`config.mk`:
```
export PLATFORM = sky130hd
export DESIGN_NAME = dump_loader
export DESIGN_NICKNAME = d
export VERILOG_FILES = /design/src/rtl/dump_loader.sv
export SDC_FILE = /design/constraint.sdc
export NUM_CORES = 1
export LEC_CHECK = 0
export ABC_AREA = 1
export CAP_MARGIN = 40
export CORE_ASPECT_RATIO = 1.75
export CORE_MARGIN = 8
export CORE_UTILIZATION = 52
export CTS_CLUSTER_SIZE = 30
export DETAILED_ROUTE_END_ITERATION = 12
export PLACE_DENSITY = 0.91
export RECOVER_POWER = 50
export SLEW_MARGIN = 40
export SYNTH_ARGS = -nofsm -noshare
export SYNTH_HDL_FRONTEND = slang
export SYNTH_SLANG_ARGS = --single-unit
export TNS_END_PERCENT = 5
```
`constraint.sdc`:
```
create_clock -name sysclk -period 2.7 [get_ports sysclk]
set_input_delay 0.405 -clock sysclk [delete_from_list [all_inputs] [get_ports sysclk]]
set_output_delay 0.405 -clock sysclk [all_outputs]
set_load 0.02 [all_outputs]
```
`src/rtl/dump_loader.sv`:
```
// dump_loader: streams PRG then CHR sector images from a byte source into target memories.
module dump_loader (
  input  logic        sysclk,
  input  logic        reset,
  input  logic        load_dump,
  input  logic [31:0] dump_offset,
  input  logic [15:0] dump_prg_len,
  input  logic [15:0] dump_chr_len,
  output logic        rd_req,
  output logic [31:0] rd_sector,
  input  logic        rd_ack,
  input  logic [7:0]  rd_data,
  input  logic        rd_valid,
  output logic        rd_ready,
  input  logic        mem_ready,
  output logic        mem_we,
  output logic        mem_sel,
  output logic [24:0] mem_addr,
  output logic [7:0]  mem_data,
  output logic        busy,
  output logic        done
);
  typedef enum logic [2:0] {IDLE, REQ, DATA, NEXT, DONE} state_t;
  state_t      state_q;
  logic [31:0] sector_q;
  logic [15:0] chr_q, rem_q, idx_q, rem_d;
  logic [8:0]  cnt_q;
  logic        phase_q, mem_we_q, mem_sel_q, done_q, take;
  logic [24:0] mem_addr_q;
  logic [7:0]  mem_data_q;
  assign take      = rd_valid & rd_ready;
  assign rem_d     = rem_q - 16'd1;
  assign rd_req    = state_q == REQ;
  assign rd_sector = sector_q;
  assign rd_ready  = (state_q == DATA) & mem_ready;
  assign mem_we    = mem_we_q;
  assign mem_sel   = mem_sel_q;
  assign mem_addr  = mem_addr_q;
  assign mem_data  = mem_data_q;
  assign done      = done_q;
  // The start cycle already counts as busy so the CPU is held from the accepting edge on.
  assign busy      = (state_q != IDLE) | (load_dump & reset);
  always_ff @(posedge sysclk or negedge reset) begin
    if (!reset) begin
      state_q    <= IDLE;
      sector_q   <= '0;
      chr_q      <= '0;
      rem_q      <= '0;
      idx_q      <= '0;
      cnt_q      <= '0;
      phase_q    <= 1'b0;
      mem_we_q   <= 1'b0;
      mem_sel_q  <= 1'b0;
      mem_addr_q <= '0;
      mem_data_q <= '0;
      done_q     <= 1'b0;
    end else begin
      mem_we_q <= 1'b0;
      done_q   <= 1'b0;
      case (state_q)
        IDLE: if (load_dump) begin
          chr_q    <= dump_chr_len;
          sector_q <= dump_offset;
          idx_q    <= '0;
          phase_q  <= dump_prg_len == 16'd0;
          rem_q    <= dump_prg_len != 16'd0 ? dump_prg_len : dump_chr_len;
          state_q  <= (dump_prg_len == 16'd0 && dump_chr_len == 16'd0) ? DONE : REQ;
        end
        REQ: if (rd_ack) begin
          state_q <= DATA;
          cnt_q   <= '0;
        end
        DATA: if (take) begin
          mem_we_q   <= 1'b1;
          mem_data_q <= rd_data;
          mem_sel_q  <= phase_q;
          mem_addr_q <= {idx_q, cnt_q};
          cnt_q      <= cnt_q + 9'd1;
          if (cnt_q == 9'd511) state_q <= NEXT;
        end
        NEXT: begin
          sector_q <= sector_q + 32'd1;
          idx_q    <= idx_q + 16'd1;
          rem_q    <= rem_d;
          if (rem_d != 16'd0) state_q <= REQ;
          else if (!phase_q) begin
            phase_q <= 1'b1;
            idx_q   <= '0;
            rem_q   <= chr_q;
            state_q <= chr_q == 16'd0 ? DONE : REQ;
          end else state_q <= DONE;
        end
        DONE: begin
          done_q  <= 1'b1;
          state_q <= IDLE;
        end
        default: state_q <= IDLE;
      endcase
    end
  end
endmodule

```
==> results.py <==
metrics = {
    "clocking": {
        "numCtsBuffers": 17,
        "cts-root-buf": "clkbuf_16",
        "path_clk_slew_ns": 0.06,
        "cts_sinks": 129,
        "htreeDepth": 4,
        "ctsHoldBuffers": 0,
        "cts_resized": 0,
        "cts_max_path_buffers": 2,
        "post-cts-setup-buffers": 0,
        "cts_tree": "done",
        "clk_latency_ns": 0.42,
    },
    "synthesis": {
        "ys_ff_latch": 129,
        "synthCells": 949,
        "synth_cell_types": 43,
        "synthTopCellsByArea": "dfrtp_1 (46%), nand2_1 (13%), o21ai_0 (6.3%), nor2_1 (5.6%), inv_1 (5.5%)",
        "synthesis.nets": 1033,
        "syn_area_per_cell_um2": 7.47,
        "ys_seq_area_frac": 0.455,
        "synth_area_leader_cell": "dfrtp_1",
        "syn_area_um2": 7090,
        "yosysTopAreaCellShare": 0.455,
        "synth_warnings": 0,
    },
    "finish": {
        "drive_gt1_frac": 0.0621,
        "insertedDiodeCount": 0,
        "mostFrequentLayoutCells": "nand2_1 (253), dfrtp_1 (129), clkdlybuf4s50_1 (122)",
        "syn2layout_area_growth_pct": 31.6,
        "num-nets-final": 1182,
        "layout_commonest_cell": "nand2_1",
        "stdcell_count": 1285,
    },
    "route": {
        "ant_nets": 0,
        "drt-initial-drc-count": 535,
        "via_per_inst": 5.69,
        "routedWlPerCell_um": 16.7,
        "finalWirelength_um": 21500,
        "drc": 0,
        "vias": 7308,
        "firstDrtPassIters": 6,
    },
    "timing": {
        "worst_pin_slew_ns": 1.79,
        "slew_headroom": -0.191,
        "setup_viol": 0,
        "drv_slew": 130,
        "min_period_ns": 2.40,
        "tns_ns": 0,
        "fin_crit_sh": 0.889,
        "max_freq_mhz": 417,
        "fin_hold_ws_ns": 0.472,
        "hold_violations": 0,
        "rsz0062_at_grt": "false",
        "finClkSkew_ns": 0.00887,
    },
    "power_and_ir_drop": {
        "p_int_w": 0.00579,
        "switching_share": 0.437,
        "power_frac_seq": 0.340,
        "clock_power_share": 0.218,
        "comb_power_share": 0.443,
        "p_leak_nw": 4.14,
        "p_per_area_nw_per_um2": 1100,
        "peakVddDrop_v": 0.000708,
        "power_switching_w": 0.00449,
    },
    "worst_setup_path": {
        "endpoint_kind": "output pin",
        "critical-path-max-stage-delay_ns": 0.61,
        "startpoint_type": "flop",
        "cp_max_fo": 5,
        "cp.arrival_ns": 1.99,
        "slowest_stage": "clkdlybuf4s50_1",
        "crit_type": "flop to output pin",
        "rr_startpoint": "rem_q[0]",
        "crit_chain": "nor3_2 -> inv_1 -> nor2_1 -> clkdlybuf4s50_1",
        "crit_path_start": "state_q[2]",
        "required_ns": 2.30,
    },
    "hold_path": {
        "min_from": "mem_data[2]",
        "hold_class": "flop to flop",
    },
    "global_routing": {
        "grt_antenna_before_repair": 0,
        "overflow": 0,
        "grt_pass1_wl_um": 35900,
        "grt_pass1_vias": 7461,
        "grtUsageTotal": 0.247,
        "grt_max_degree": 130,
    },
    "placement": {
        "io_buffer_count": 148,
        "routabilityCongestion": 0.942,
        "placedCellCount": 1253,
        "hpwl_um": 15600,
    },
    "floorplan": {
        "die_y_um": 170,
        "io_pins": 149,
        "core_um2": 13400,
        "start_util": 0.530,
        "fp.dieW_um": 104,
        "row_count": 56,
        "dieArea_um2": 17800,
    },
    "status": {
        "status": "finished with violations",
        "violations": "capacitance limit, slew limit",
    },
    "job": {
        "maxCapViolCount": 1,
    },
}
-- synthesized netlist by cell type --
library cell	count
nand2_1	254
dfrtp_1	129
nor2_1	105
inv_1	103
o21ai_0	89
nand3_1	34
a21oi_1	29
o22ai_1	28
clkbuf_1	23
nor3_1	22
xor2_1	22
nand4_1	18
nor4_1	13
o211ai_1	9
ha_1	6
nand2_2	5
nor2_2	5
buf_1	4
nand3b_1	4
o221ai_1	4
o41ai_1	4
a211oi_1	3
a31oi_1	3
clkinv_1	3
nor2_4	3
or2_2	3
xnor2_1	3
and2_1	2
buf_2	2
inv_2	2
nand3_2	2
o311ai_0	2
a22oi_1	1
a311oi_1	1
a32oi_1	1
and3_1	1
buf_4	1
buf_8	1
clkinv_2	1
nor3_2	1
o21ai_1	1
o32ai_1	1
or4_1	1
-- registers in the layout, summed over array words and instances, names as in the netlist, 3 cells and up --
signal     cells
rd_sector     32
mem_addr      25
chr_q         16
idx_q         16
rem_q         16
cnt_q          9
mem_data       8
state_q        3
-- cell families (layout without fill, tap and decap cells) --
| logic type | Yosys count | in the layout | synth area share |
|---|---|---|---|
| flops | 129 | 129 | 0.455 |
| fa+ha+maj | 6 | 6 | 0.0106 |
| buf+inv | 140 | 302 | 0.0768 |
| compound gates | 176 | 176 | 0.141 |
| simple gates | 473 | 473 | 0.285 |
| xor+xnor | 25 | 25 | 0.0309 |
-- through the flow --
| stage | utilization | instance area (um^2) | setup WS, ns | total power (W) |
|---|---|---|---|---|
| after global placement | 0.656 | 8780 | 0.343 | 0.00789 |
| after global routing | 0.697 | 9330 | 0.0202 | 0.0110 |
| final | 0.697 | 9330 | 0.300 | 0.0103 |
| after detailed placement | 0.656 | 8780 | 0.252 | 0.00804 |
| after floorplan | - | 7090 | 0.684 | 0.00607 |
| after CTS | 0.698 | 9350 | 0.212 | 0.0103 |
-- final timing paths --
check / end / slack, ns / depth (start not counted)
hold / removal: mem_data[2] / 0.47 / 2
setup reg to reg: idx_q[1] / 0.32 / 15
min in group asynchronous: chr_q[14] / 0.73 / 2
hold reg to reg: mem_data[2] / 0.47 / 2
max in group asynchronous: rem_q[9] / 0.77 / 2
setup / recovery: rd_ready / 0.30 / 4
-- power groups by stage --
| stage | Combinational, W | Sequential, W | Clock, W |
|---|---|---|---|
| after floorplan | 0.00221 | 0.00385 | 0 |
| after global placement | 0.00443 | 0.00347 | 0 |
| after detailed placement | 0.00455 | 0.00349 | 0 |
| after CTS | 0.00460 | 0.00347 | 0.00225 |
| after global routing | 0.00505 | 0.00359 | 0.00235 |
| final | 0.00455 | 0.00349 | 0.00224 |
-- area by class of cell --
class,count,area (um^2)
Timing Repair Buffer,161,1570
Sequential cell,129,3230
Fill cell,1014,4050
Tap cell,174,218
Multi-Input combinational cell,680,3340
Clock buffer,18,429
Clock inverter,14,143
Inverter,109,410
-- layer usage --
| metal | part of all wire | vias to the layer above | wire length, um | global-route usage |
|---|---|---|---|---|
| li1 | - | 3439 | - | - |
| met1 | 0.37 | 3454 | 7960 | 0.268 |
| met2 | 0.52 | 334 | 11200 | 0.438 |
| met3 | 0.062 | 81 | 1320 | 0.0507 |
| met4 | 0.046 | 0 | 992 | 0.141 |
| met5 | 0 | - | 0 | 0 |
-- worst max-delay path: cells and delay by family (launching register included) --
kind / cells / cell delay (ns)
flops: 1 / 0.43
buf+inv: 2 / 0.74
simple gates: 2 / 0.40
No activity file was read; power rests on OpenSTA's default activity.
